==> config.mk <==
export PLATFORM = sky130hd
export DESIGN_NAME = dot_arbiter
export DESIGN_NICKNAME = d
export VERILOG_FILES = /design/src/rtl/dot_arb_pkg.sv /design/src/rtl/dot_arbiter_rr_arbiter.sv /design/src/rtl/fifo.sv /design/src/rtl/dot_arbiter.sv
export SDC_FILE = /design/constraint.sdc
export NUM_CORES = 1
export LEC_CHECK = 0
export CAP_MARGIN = 0
export CORE_AREA = 5 5 263 265
export CTS_BUF_LIST = sky130_fd_sc_hd__clkbuf_16
export CTS_CLUSTER_SIZE = 25
export DETAILED_ROUTE_END_ITERATION = 16
export DIE_AREA = 0 0 268 270
export GPL_ROUTABILITY_DRIVEN = 0
export PLACE_DENSITY = 0.53
export SYNTH_ARGS = -nofsm -noshare
export SYNTH_HDL_FRONTEND = slang
export SYNTH_HIERARCHICAL = 1
export SYNTH_SLANG_ARGS = --single-unit
==> constraint.sdc <==
create_clock -name clock -period 3.35 [get_ports clock]
set_input_delay 0.67 -clock clock [delete_from_list [all_inputs] [get_ports clock]]
set_output_delay 0.67 -clock clock [all_outputs]
set_load 0.005 [all_outputs]
==> src/rtl/dot_arb_pkg.sv <==
// Shared types and the round-robin pick helper for the dot arbiter.
// Widths are sized for the largest supported requester count (8).
package dot_arb_pkg;

   localparam int VEC_LEN    = 3;
   localparam int DATA_WIDTH = 32;
   localparam int N_REQ_MAX  = 8;
   localparam int TAG_W_MAX  = 3;

   typedef logic signed [DATA_WIDTH-1:0] data_t;
   typedef data_t [VEC_LEN-1:0]          vec_t;
   typedef logic [TAG_W_MAX-1:0]         tag_t;

   typedef struct packed {
      logic valid;
      tag_t idx;
   } pick_t;

   // Scan offsets from the highest down so the smallest offset from ptr is the one kept.
   function automatic pick_t rr_pick(input logic [N_REQ_MAX-1:0] eligible,
                                     input tag_t ptr,
                                     input int n);
      pick_t p;
      int    j;
      p = '0;
      for (int off = N_REQ_MAX - 1; off >= 0; off--) begin
         if (off < n) begin
            j = (int'(ptr) + off) % n;
            if (eligible[j[TAG_W_MAX-1:0]]) begin
               p.valid = 1'b1;
               p.idx   = tag_t'(j);
            end
         end
      end
      return p;
   endfunction

endpackage

==> src/rtl/dot_arbiter_rr_arbiter.sv <==
// Round-robin arbiter: grant is the first eligible index at or after rr_ptr.
// rr_ptr moves just past the granted index only when the grant is consumed.
module rr_arbiter
   import dot_arb_pkg::*;
#(
   parameter int N_REQ = 2,
   parameter int TAG_W = 1
) (
   input  logic             clock,
   input  logic             reset,
   input  logic [N_REQ-1:0] eligible_i,
   input  logic             advance_i,
   output logic [TAG_W-1:0] grant_o,
   output logic             grant_valid_o
);

   logic [TAG_W-1:0]     rr_ptr_q;
   logic [TAG_W-1:0]     rr_ptr_d;
   logic [N_REQ_MAX-1:0] elig_ext;
   pick_t                pick;

   always_comb begin
      elig_ext              = '0;
      elig_ext[N_REQ-1:0]   = eligible_i;
      pick                  = rr_pick(elig_ext, tag_t'(rr_ptr_q), N_REQ);
      grant_o               = pick.idx[TAG_W-1:0];
      grant_valid_o         = pick.valid;
      rr_ptr_d              = (int'(grant_o) == N_REQ - 1) ? '0 : grant_o + TAG_W'(1);
   end

   always_ff @(posedge clock or posedge reset) begin
      if (reset) begin
         rr_ptr_q <= '0;
      end else if (advance_i) begin
         rr_ptr_q <= rr_ptr_d;
      end
   end

endmodule

==> src/rtl/fifo.sv <==
// First-word-fall-through FIFO: dout_o shows the head whenever empty_o is low.
// Writes while full and reads while empty are dropped.
module fifo #(
   parameter int WIDTH = 8,
   parameter int DEPTH = 4
) (
   input  logic             clock,
   input  logic             reset,
   input  logic             wr_en_i,
   input  logic [WIDTH-1:0] din_i,
   input  logic             rd_en_i,
   output logic [WIDTH-1:0] dout_o,
   output logic             empty_o,
   output logic             full_o
);

   localparam int AW = (DEPTH > 1) ? $clog2(DEPTH) : 1;
   localparam int CW = $clog2(DEPTH + 1);

   logic [WIDTH-1:0] mem_q [DEPTH];
   logic [AW-1:0]    wr_ptr_q;
   logic [AW-1:0]    rd_ptr_q;
   logic [CW-1:0]    count_q;
   logic             push;
   logic             pop;

   // Explicit wrap so DEPTH need not be a power of two.
   function automatic logic [AW-1:0] bump(input logic [AW-1:0] p);
      return (int'(p) == DEPTH - 1) ? '0 : p + AW'(1);
   endfunction

   assign empty_o = (count_q == '0);
   assign full_o  = (count_q == CW'(DEPTH));
   assign push    = wr_en_i && !full_o;
   assign pop     = rd_en_i && !empty_o;
   assign dout_o  = mem_q[rd_ptr_q];

   always_ff @(posedge clock) begin
      if (push) begin
         mem_q[wr_ptr_q] <= din_i;
      end
   end

   always_ff @(posedge clock or posedge reset) begin
      if (reset) begin
         wr_ptr_q <= '0;
         rd_ptr_q <= '0;
         count_q  <= '0;
      end else begin
         if (push) begin
            wr_ptr_q <= bump(wr_ptr_q);
         end
         if (pop) begin
            rd_ptr_q <= bump(rd_ptr_q);
         end
         case ({push, pop})
            2'b10:   count_q <= count_q + CW'(1);
            2'b01:   count_q <= count_q - CW'(1);
            default: count_q <= count_q;
         endcase
      end
   end

endmodule

==> src/rtl/dot_arbiter.sv <==
// Shares one dot unit between N_REQ operand streams; each result is steered back
// to its requester's buffer using a tag FIFO, with credits reserving buffer space.
module dot_arbiter
   import dot_arb_pkg::VEC_LEN;
#(
   parameter int N_REQ      = 2,
   parameter int OUT_DEPTH  = 4,
   parameter int DATA_WIDTH = 32
) (
   input  logic                                        clock,
   input  logic                                        reset,
   input  logic [N_REQ-1:0][VEC_LEN-1:0][DATA_WIDTH-1:0] req_x,
   input  logic [N_REQ-1:0][VEC_LEN-1:0][DATA_WIDTH-1:0] req_y,
   input  logic [N_REQ-1:0]                            req_empty,
   output logic [N_REQ-1:0]                            req_rd_en,
   output logic [VEC_LEN-1:0][DATA_WIDTH-1:0]          dot_x,
   output logic [VEC_LEN-1:0][DATA_WIDTH-1:0]          dot_y,
   output logic                                        dot_in_empty,
   input  logic                                        dot_in_rd_en,
   input  logic [DATA_WIDTH-1:0]                       dot_out,
   input  logic                                        dot_out_empty,
   output logic                                        dot_out_rd_en,
   output logic [N_REQ-1:0][DATA_WIDTH-1:0]            res_dout,
   output logic [N_REQ-1:0]                            res_empty,
   input  logic [N_REQ-1:0]                            res_rd_en,
   output logic                                        err_orphan
);

   localparam int TAG_W     = (N_REQ > 1) ? $clog2(N_REQ) : 1;
   localparam int CNT_W     = $clog2(OUT_DEPTH) + 1;
   localparam int TAG_DEPTH = N_REQ * OUT_DEPTH;

   logic [N_REQ-1:0][CNT_W-1:0] outstanding_q;
   logic [N_REQ-1:0][CNT_W-1:0] outstanding_d;
   logic                        err_orphan_q;
   logic                        err_orphan_d;

   logic [N_REQ-1:0] eligible;
   logic [N_REQ-1:0] res_pop;
   logic [N_REQ-1:0] res_full;
   logic [TAG_W-1:0] grant;
   logic             grant_valid;
   logic             issue;
   logic             retire;
   logic [TAG_W-1:0] tag_head;
   logic             tag_empty;
   logic             tag_full;

   // Credit covers both the in-flight op and its eventual buffer slot.
   always_comb begin
      for (int i = 0; i < N_REQ; i++) begin
         eligible[i] = !req_empty[i] && (outstanding_q[i] < CNT_W'(OUT_DEPTH)) && !tag_full;
      end
   end

   rr_arbiter #(
      .N_REQ (N_REQ),
      .TAG_W (TAG_W)
   ) u_arb (
      .clock         (clock),
      .reset         (reset),
      .eligible_i    (eligible),
      .advance_i     (issue),
      .grant_o       (grant),
      .grant_valid_o (grant_valid)
   );

   assign issue        = dot_in_rd_en && grant_valid && !reset;
   assign dot_in_empty = !grant_valid;
   assign dot_x        = req_x[grant];
   assign dot_y        = req_y[grant];

   always_comb begin
      for (int i = 0; i < N_REQ; i++) begin
         req_rd_en[i] = issue && (grant == TAG_W'(i));
      end
   end

   fifo #(
      .WIDTH (TAG_W),
      .DEPTH (TAG_DEPTH)
   ) u_tag_fifo (
      .clock   (clock),
      .reset   (reset),
      .wr_en_i (issue),
      .din_i   (grant),
      .rd_en_i (retire),
      .dout_o  (tag_head),
      .empty_o (tag_empty),
      .full_o  (tag_full)
   );

   // A result with no tag is left in dot untouched and only flagged.
   assign retire        = !dot_out_empty && !tag_empty && !res_full[tag_head] && !reset;
   assign dot_out_rd_en = retire;

   for (genvar g = 0; g < N_REQ; g++) begin : g_res
      fifo #(
         .WIDTH (DATA_WIDTH),
         .DEPTH (OUT_DEPTH)
      ) u_res_fifo (
         .clock   (clock),
         .reset   (reset),
         .wr_en_i (retire && (tag_head == TAG_W'(g))),
         .din_i   (dot_out),
         .rd_en_i (res_rd_en[g]),
         .dout_o  (res_dout[g]),
         .empty_o (res_empty[g]),
         .full_o  (res_full[g])
      );
   end

   always_comb begin
      for (int i = 0; i < N_REQ; i++) begin
         res_pop[i] = res_rd_en[i] && !res_empty[i];
         case ({req_rd_en[i], res_pop[i]})
            2'b10:   outstanding_d[i] = outstanding_q[i] + CNT_W'(1);
            2'b01:   outstanding_d[i] = outstanding_q[i] - CNT_W'(1);
            default: outstanding_d[i] = outstanding_q[i];
         endcase
      end
      err_orphan_d = err_orphan_q || (!dot_out_empty && tag_empty);
   end

   always_ff @(posedge clock or posedge reset) begin
      if (reset) begin
         outstanding_q <= '0;
         err_orphan_q  <= 1'b0;
      end else begin
         outstanding_q <= outstanding_d;
         err_orphan_q  <= err_orphan_d;
      end
   end

   assign err_orphan = err_orphan_q;

endmodule
* Word level (Yosys, flattened, before mapping) *
Memory sizes are Yosys's and may differ from the RTL's.
Index checks and enable logic that the tools add are counted.

storage, ports and cells
  flip-flop bits (word level) = 32
  bits in writable memories = 264
  output and inout port bits = 263
  word-level logic and storage cells = 133
  memories kept = 3

cells by class
  $add $sub $neg = 18
  $lt $le $gt $ge = 6
  eq/ne operators = 19
  mux-type cells = 30
  bitwise gates (word level) = 3
  reduce and logical (&&, ||, !) cells = 41

memory list
  memory                     depth  width  read ports  clocked after Yosys merged registers in  wr ports  RTL line    text
  g_res[0].u_res_fifo.mem_q  4      32     1           0                                        1         fifo.sv:20  logic [WIDTH-1:0] mem_q [DEPTH];
  g_res[1].u_res_fifo.mem_q  4      32     1           0                                        1         fifo.sv:20
  u_tag_fifo.mem_q           8      1      1           0                                        1         fifo.sv:20

operators by type and width
  kind                                                                   count
  96-bit two-way mux                                                     4
  3-bit case mux with 2 select lines                                     4
  1-bit logical AND                                                      20
  3-bit by 1-bit adder with 3-bit output (second input constant)         6
  2-bit by 1-bit == test with 1-bit output (second input constant)       9
  1-bit logical NOT                                                      12
  1-bit two-way mux                                                      12
  3-bit by 1-bit subtractor with 3-bit output (second input constant)    4
  2-bit == test (second input constant)                                  5
  2-bit nonzero test                                                     5
  2-bit by 1-bit adder with 2-bit output (second input constant)         4
  2-bit two-way mux                                                      4
  4-bit two-way mux                                                      2
  4-bit case mux with 2 select lines                                     1
  3-bit by 1-bit == test with 1-bit output (second input constant)       2
  3-bit == test (second input constant)                                  2
  3-bit logical NOT                                                      2
  3-bit < comparator (second input constant)                             2
  3-bit two-way mux                                                      2
  4-bit by 1-bit adder with 4-bit output (second input constant)         1
  4-bit == test (second input constant)                                  1
  4-bit logical NOT                                                      1
  1-bit by 2-bit < comparator with 1-bit output (second input constant)  2
  1-bit by 4-bit < comparator with 1-bit output (second input constant)  1
  other kinds (7)                                                        9

* Logic depth before layout (Yosys ltp) *
Gate-level depths: netlist (run 1).

  word-level depth = 12
  depth in mapped cells = 15
  mapped depth without buffers = 12

* Cells and area by module *
The synthesis (run 1) kept the hierarchy.

by module, submodules not included
  module                           times used  cells an instance  area an instance (µm²)  seq. area each (µm²)
  fifo at g_res[0].u_res_fifo ...  2           209                5,119.9                 4,018.9
  dot_arbiter                      1           257                3,379.5                 175.2
  fifo at u_tag_fifo               1           82                 1,041.0                 490.5
  rr_arbiter                       1           7                  66.3                    25.0

* Worst setup path before layout (run 1) *
No wires, ideal clock.

  path kind = reg-to-reg
  start = reg u_tag_fifo.rd_ptr_q[0]
  end = reg u_tag_fifo.count_q[3]
  library setup time = 0.134 ns
  arrival time = 3.223 ns
  required time = 3.216 ns
  path slack = -0.007 ns
  cell stages (with the launch flop) = 11
  path buffers = 0
  cell sequence = dfrtp_1 -> mux4_2 -> mux2_2 -> a211oi_1 -> o41ai_4 -> inv_1 -> ha_1 -> ha_1 -> or4b_1 -> o311ai_0 -> o211ai_1

between the ends
  word-level cells in the longest chain between the ends = 9
  elaborated cells on any way between the ends = 11

RTL lines
  item                                                                       RTL line           text
  from (decl)                                                                fifo.sv:22         logic [AW-1:0] rd_ptr_q;
  from (signal assigned)                                                     fifo.sv:54         rd_ptr_q <= bump(rd_ptr_q);
  memory 8 x 1 bit *                                                         --
  via tag_head                                                               dot_arbiter.sv:45  logic [TAG_W-1:0] tag_head;
  1-bit two-way mux (implied by the code) * (2 in a row)                     dot_arbiter.sv:94  assign retire = !dot_out_empty && !tag_empty && !res_full[tag_head] && !reset;
  1-bit logical NOT *                                                        dot_arbiter.sv:94
  1-bit logical AND * (2 in a row)                                           dot_arbiter.sv:94
  via dot_out_rd_en                                                          dot_arbiter.sv:22  output logic dot_out_rd_en,
  1-bit logical AND *                                                        fifo.sv:35         assign pop = rd_en_i && !empty_o;
  via u_tag_fifo.pop                                                         fifo.sv:25         logic pop;
  2-bit by 1-bit == test with 1-bit output or 2-bit == test (tied branches)  fifo.sv:56         case ({push, pop})
  4-bit case mux with 2 select lines or 2-bit nonzero test (tied branches)   --
  to (signal assigned)                                                       fifo.sv:57         2'b10: count_q <= count_q + CW'(1);
  to (signal assigned)                                                       fifo.sv:58         2'b01: count_q <= count_q - CW'(1);
  to (signal assigned)                                                       fifo.sv:59         default: count_q <= count_q;
  to (decl)                                                                  fifo.sv:23         logic [CW-1:0] count_q;

Mark *: on every way through the listed nets, which the timed path passes. The rest lies on a longest branch. The select of a mux whose other input is x is not followed.
A chain may end at the register's enable or synchronous reset.

==> results of run 1 <==
==> logic make-up after synthesis <==
logic type,after synthesis
DFF,296
muxes,277
buffers and inverters,71
and+or+nand+nor,68
adders and majority gates,26
xor gates and xnor gates,14
AOI/OAI and AO/OA,12
==> power groups by stage <==
stage	logic (mW)	clock network, mW	registers [mW]
global route	8.99	3.29	4.98
global placement	7.59	0	4.97
floorplan	3.86	0	4.77
detailed placement	7.64	0	4.99
CTS	7.96	3.16	4.92
finish	8.50	3.06	4.91
==> layer usage <==
layer,GRT usage,up-vias,part of all wire,wire [microns]
met3,0.08418,170,0.10,7592
met2,0.3645,555,0.52,39660
met1,0.2052,5212,0.34,26010
li1,-,4668,-,-
met5,0,-,0.0053,402
met4,0.04144,60,0.030,2253
==> state kept, by name, summed over array words and instances (netlist names) <==
signal                     flops
err_orphan                     1
u_arb/rr_ptr_q                 1
g_res.u_res_fifo/wr_ptr_q      4
g_res.u_res_fifo/rd_ptr_q      4
u_tag_fifo/wr_ptr_q            3
u_tag_fifo/mem_q               8
g_res.u_res_fifo/mem_q       256
u_tag_fifo/count_q             4
outstanding_q                  6
g_res.u_res_fifo/count_q       6
u_tag_fifo/rd_ptr_q            3
==> through the flow <==
| stage | cell area [sq um] | setup TNS [ns] |
|---|---|---|
| after CTS | 24180 | -68.96 |
| after detailed placement | 22940 | -32.36 |
| final | 24900 | -35.26 |
| after global routing | 24870 | -51.80 |
| after global placement | 22940 | -32.61 |
| after floorplan | 14730 | 0 |
==> final cells by class <==
class | count | area [sq um] | share of cell area
flip-flops and latches | 296 | 8740 | 0.3510
well taps | 873 | 1092 | 0.04387
multi-input cells | 397 | 5598 | 0.2248
inverters | 31 | 118.9 | 0.004774
repair buffers | 828 | 8417 | 0.3381
diodes | 10 | 25.02 | 0.001005
clock inverters | 23 | 131.4 | 0.005277
clock buffers | 31 | 775.7 | 0.03116
==> worst min path at each step <==
stage	endpoint	slack (ns)	depth (start not counted)
final	outstanding_q[0]	0.47	1
after global routing	u_arb/rr_ptr_q	0.46	3
after floorplan	u_arb/rr_ptr_q	0.40	1
after CTS	u_arb/rr_ptr_q	0.45	3
after global placement	outstanding_q[0]	0.46	1
after detailed placement	err_orphan	0.46	1
==> critical path, delay by kind of cell (launching register included) <==
kind | cells | cell delay (ns)
AND/OR/NAND/NOR | 4 | 0.92
buffers and inverters | 7 | 0.84
flip-flops | 1 | 0.38
multiplexers | 1 | 0.31
==> timing repair <==
action / CTS / global route
pin swaps: 3 / 4
setup endpoints to repair: 215 / 221
resized for setup: 371 / 395
buffers inserted: 28 / 56
cloned: 2 / 8
hold buffers: 0 / 0
==> cells in the final DEF, fill, tap and decap left out, types with 18 or more instances in the layout <==
| cell type | synthesis | final |
|---|---|---|
| buf_12 | 6 | 31 |
| buf_4 | 0 | 58 |
| buf_6 | 21 | 119 |
| clkbuf_16 | 0 | 38 |
| clkbuf_2 | 0 | 65 |
| clkdlybuf4s50_1 | 0 | 491 |
| dfrtp_1 | 32 | 27 |
| dlygate4sd2_1 | 0 | 18 |
| edfxtp_1 | 264 | 264 |
| ha_1 | 21 | 20 |
| inv_1 | 30 | 38 |
| mux2_2 | 56 | 33 |
| mux2_4 | 151 | 174 |
| mux4_2 | 58 | 58 |
==> results_dict.tcl, run 1 <==
set metrics [dict create \
    critPathSlowestCell "or4b_4" \
    fin_cells 2489 \
    required_ns 2.68 \
    synth_top_area_cell "edfxtp_1" \
    dieArea_sq_um 72360 \
    syn_inst 764 \
    drt-wirelength-per-cell_microns 30.50 \
    antenna_found_initial 56 \
    hpwlAfterDp_mm 62.53 \
    final_util 0.3740 \
    max_freq_ghz 0.2720 \
    drc 0 \
    grt_overflow 0 \
    core_sq_um 66560 \
    whs_ns 0.4740 \
    outcome "finished, violations left" \
    io_pins 687 \
    arrival_ns 3.01 \
    dr.pass1.iters 4 \
    r2r_end "u_tag_fifo/count_q[3]" \
    power_frac_clock 0.186 \
    yosysMostFrequentCell "edfxtp_1" \
    seqPwrFrac 0.298 \
    crit_top_cell "buf_6" \
    rr_worst_depth 13 \
    synth_edf_count 264 \
    p_sw_frac 0.3079 \
    rr_startpoint "u_tag_fifo/rd_ptr_q[0]" \
    path_max_fanout 7 \
    yosys_most_used_dff "edfxtp_1" \
    p_leak_nw 9.662 \
    power_mw 16.47 \
    yosysSeqAreaShare 0.5927 \
    clkLatencyLatePin_ns 0.55 \
    synthXorXnorAreaFrac 0.008326 \
    grtUsageTotal 0.1962 \
    cellPowerDensity_nw_per_um2 661.5 \
    rsz0062_at_grt "true" \
    cp-endpoint "dot_y[22]" \
    cts_tree "done" \
    synth_top_family_by_area "multiplexers" \
    fillers 6340 \
    switchingPower_mw 5.072 \
    syn_avg_cell_area_sq_um 19.28 \
    finalHoldViolCount 0 \
    cts_sinks 296 \
    root_buffer "clkbuf_16" \
    die_y_microns 270 \
    timing.final.ws_setup_ns -0.3267 \
    synth_fa_ha_area_frac 0.02464 \
    grt_pass1_wl_mm 97.42 \
    grt_start_max_net_pins 33 \
    synth_compound_area_frac 0.007052 \
    slowest_delay_ns 0.57 \
    numCtsBuffers 30 \
    placedCellCount 2345 \
    via_per_inst 4.285 \
    fin_nets 2034 \
    crit_chain "or4b_4, inv_4, nor3_4, nand2b_4, and2_4, buf_6, clkbuf_16, buf_12, buf_12, buf_6, mux2_4, buf_6" \
    die_w_microns 268 \
    syn_to_final_growth_pct 69.07 \
    fin_crit_sh 1.098 \
    syn_nets 1214 \
    final_max_slew_viol_count 0 \
    grt_pass1_vias 10933 \
    yosys-top-cells-count "264 x edfxtp_1, 151 x mux2_4, 58 x mux4_2, 56 x mux2_2, 32 x dfrtp_1" \
    p_int_mw 11.40 \
    first_iter_violations 566 \
    synthDistinctLibCells 46 \
    ys_seq_elements 296 \
    clockBufferDepth 3 \
    crit_start "u_tag_fifo/count_q[0]" \
    antenna_left 0 \
    preCtsSetupSlack_ns -0.3252 \
    start_util 0.2212 \
    yosys-top-cells-area "edfxtp_1 54%, mux2_4 15%, mux4_2 8.9%" \
    clkTransAtPathRegs_ns 0.06 \
    vias 10665 \
    min-delay-start "outstanding_q[0]" \
    synth_area_sq_um 14730 \
    synth_top_area_frac 0.5383 \
    synthMuxAreaShare 0.3025 \
    rrSetupSlack_ns 0.11 \
    row_count 95 \
    fin_crit_ns 3.677 \
    tightest_slew_ns 0.5234 \
    hold_class "reg -> reg" \
    port_buffers 686 \
    combPwrFrac 0.516 \
    crit_type "reg -> out" \
    drive_gt1_frac 0.4010 \
    drv_cap 0 \
    vdd_drop_max_uv 393.2 \
    synthSimpleGateAreaFrac 0.02855 \
    htree_levels 1 \
    setup_viol 193 \
    cp-end-kind "output port" \
    async_reset_ff_frac 0.1081 \
    violations "negative setup slack" \
    cp-start-kind "flip-flop" \
    clock_skew_ns 0.01146 \
    relSlewSlack 0.6478 \
    yosysWarnings 6 \
    routed_wl_mm 75.91 \
]
(Power assumes the default switching activity.)
==> run 2: changes to the inputs <==
--- a/config.mk
+++ b/config.mk
@@ -6,13 +6,13 @@
 export NUM_CORES = 1
 export LEC_CHECK = 0
 export CAP_MARGIN = 0
-export CORE_AREA = 5 5 263 265
+export CORE_AREA = 2 2 268 270
 export CTS_BUF_LIST = sky130_fd_sc_hd__clkbuf_16
 export CTS_CLUSTER_SIZE = 25
 export DETAILED_ROUTE_END_ITERATION = 16
-export DIE_AREA = 0 0 268 270
+export DIE_AREA = 0 0 270 272
 export GPL_ROUTABILITY_DRIVEN = 0
-export PLACE_DENSITY = 0.53
+export PLACE_DENSITY = 0.51
 export SYNTH_ARGS = -nofsm -noshare
 export SYNTH_HDL_FRONTEND = slang
 export SYNTH_HIERARCHICAL = 1
==> results_dict.tcl, run 2 (synthesis results as in run 1) <==
set metrics [dict create \
    fin_setup_tns_ns -38.59 \
    regMostFlops "g_res.u_res_fifo/mem_q" \
    grt_start_max_net_pins 36 \
    final_max_slew_viol_count 0 \
    vdd_drop_max_uv 317.2 \
    outcome "finished, violations left" \
    grt_pass1_vias 11151 \
    fin_crit_sh 1.096 \
    hpwlAfterDp_mm 67.23 \
    dieArea_sq_um 73440 \
    start_util 0.2081 \
    regArea_sq_um 8735 \
    antenna_found_initial 54 \
    violations "negative setup slack" \
    arrival_ns 3.00 \
    multi_input_area_sq_um 5662 \
    drive_gt1_frac 0.4295 \
    max_freq_ghz 0.2725 \
    fillers 6765 \
    p_leak_nw 10.15 \
    via_per_inst 4.240 \
    post-route-cell-area_sq_um 25850 \
    final_cell_mix "491 x clkdlybuf4s50_1, 264 x edfxtp_1, 185 x mux2_4" \
    clockBufferDepth 3 \
    timing.final.ws_setup_ns -0.3203 \
    cellPowerDensity_nw_per_um2 676.8 \
    die_w_microns 270 \
    clkLatencyLatePin_ns 0.52 \
    port_buffers 686 \
    cp-end-kind "output port" \
    cts_sinks 296 \
    finalHoldViolCount 0 \
    rr_worst_depth 15 \
    hold_path_end "outstanding_q[0]" \
    holdPathStages 1 \
    drc 0 \
    cp-start-kind "flip-flop" \
    placed_area_sq_um 23020 \
    hold_class "reg -> reg" \
    syn_to_final_growth_pct 75.52 \
    die_y_microns 272 \
    rrSetupSlack_ns 0.05 \
    rsz0062_at_grt "true" \
    routed_wl_mm 82.29 \
    antenna_left 0 \
    grtUsageTotal 0.2131 \
    r2r_end "u_tag_fifo/count_q[3]" \
    drt-wirelength-per-cell_microns 31.46 \
    min-delay-start "outstanding_q[0]" \
    clkTransAtPathRegs_ns 0.05 \
    cts_hold_buf 0 \
    vias 11093 \
    fin_nets 2086 \
    largest_reg_flops 256 \
    row_count 98 \
    layout_commonest_cell "clkdlybuf4s50_1" \
    rr_startpoint "u_tag_fifo/count_q[1]" \
    htree_levels 2 \
    io_pins 687 \
    tightest_slew_ns 0.6637 \
    dr.pass1.iters 5 \
    first_iter_violations 617 \
    required_ns 2.68 \
    cts_tree "done" \
    root_buffer "clkbuf_16" \
    crit_type "reg -> out" \
    top_regs "g_res.u_res_fifo/mem_q (256), u_tag_fifo/mem_q (8)" \
    grt_pass1_wl_mm 104.6 \
    fin_crit_ns 3.670 \
    drv_cap 0 \
    grt_overflow 0 \
    path_max_fanout 8 \
    core_sq_um 70750 \
    setup_viol 194 \
    clock_skew_ns 0.02028 \
    relSlewSlack 0.5541 \
    numCtsBuffers 34 \
]
run 2: changes by cell type in the layout (fill, tap and decap cells not counted), sizes merged, moves of 2 or more:
cell,delta
dlygate4sd2,-18
diode,-4
clkinvlp,-2
clkinv,+6
inv,-2
buf,+67
run 2: metal layers:
layer | up-vias | part of all wire | track usage
li1 | 4776 | - | -
met1 | 5553 | 0.38 | 0.2440
met2 | 537 | 0.49 | 0.3725
met3 | 171 | 0.090 | 0.08172
met4 | 56 | 0.035 | 0.05395
met5 | - | 0.0044 | 0
run 2: worst max-delay path by stage:
stage	from	endpoint	slack [ns]
6_report	u_tag_fifo/count_q[1]	dot_y[17]	-0.32
3_3_place_gp	req_empty[1]	dot_y[58]	-0.48
3_5_place_dp	req_empty[1]	dot_y[58]	-0.42
4_1_cts	u_tag_fifo/count_q[2]	dot_x[58]	-0.54
2_1_floorplan	u_tag_fifo/count_q[3]	u_tag_fifo/count_q[3]	0.07
5_1_grt	u_tag_fifo/count_q[1]	dot_y[17]	-0.41
run 2: layout make-up:
type / instances / area share
Inverter: 31 / 0.004598
Clock buffer: 35 / 0.03388
Antenna cell: 6 / 0.0005809
Timing Repair Buffer: 875 / 0.3518
Multi-Input combinational cell: 398 / 0.2190
Sequential cell: 296 / 0.3379
Tap cell: 950 / 0.04598
Clock inverter: 25 / 0.006244
run 2: repair_timing:
| item | in CTS | in global routing |
|---|---|---|
| setup endpoints to repair | 199 | 198 |
| buffers inserted | 37 | 95 |
| resized for setup | 427 | 411 |
| cloned | 7 | 7 |
| pin swaps | 1 | 8 |
run 2: where the power goes:
group          total (mW)  internal, mW  switching [mW]
sequential           4.88          4.50           0.380
combinational        9.19          5.59            3.60
clock                3.42          1.98            1.45
total                17.5          12.1            5.43
run 2: through the flow:
stage                     cells  setup WS [ns]  power (mW)  hold WS [ns]  utilization
after global routing       2612        -0.4119       18.31        0.4890       0.3652
after global placement     2418        -0.4819       12.59        0.4507       0.3253
final                      2616        -0.3203       17.50        0.4697       0.3653
after CTS                  2521        -0.5432       16.80        0.4711       0.3497
after detailed placement   2418        -0.4243       12.67        0.4622       0.3253
after floorplan             764        0.06947       8.625        0.3987            -
run 2: critical path, stage by stage (launching register included):
cell,delay (ns)
dfrtp_1,0.38
or4b_4,0.59
inv_4,0.09
buf_4,0.11
nor3_4,0.05
and2_4,0.21
buf_12,0.16
buf_8,0.14
buf_16,0.15
buf_16,0.15
mux2_4,0.31
buf_6,0.14
==> run 3: changes to the inputs <==
--- a/config.mk
+++ b/config.mk
@@ -6,13 +6,13 @@
 export NUM_CORES = 1
 export LEC_CHECK = 0
 export CAP_MARGIN = 0
-export CORE_AREA = 2 2 268 270
+export CORE_AREA = 5 5 263 265
 export CTS_BUF_LIST = sky130_fd_sc_hd__clkbuf_16
 export CTS_CLUSTER_SIZE = 25
 export DETAILED_ROUTE_END_ITERATION = 16
-export DIE_AREA = 0 0 270 272
+export DIE_AREA = 0 0 268 270
 export GPL_ROUTABILITY_DRIVEN = 0
-export PLACE_DENSITY = 0.51
+export PLACE_DENSITY = 0.53
 export SYNTH_ARGS = -nofsm -noshare
 export SYNTH_HDL_FRONTEND = slang
 export SYNTH_HIERARCHICAL = 1
==> results of run 3 <==
Final layout, timing and power as in run 1 (identical DEF).
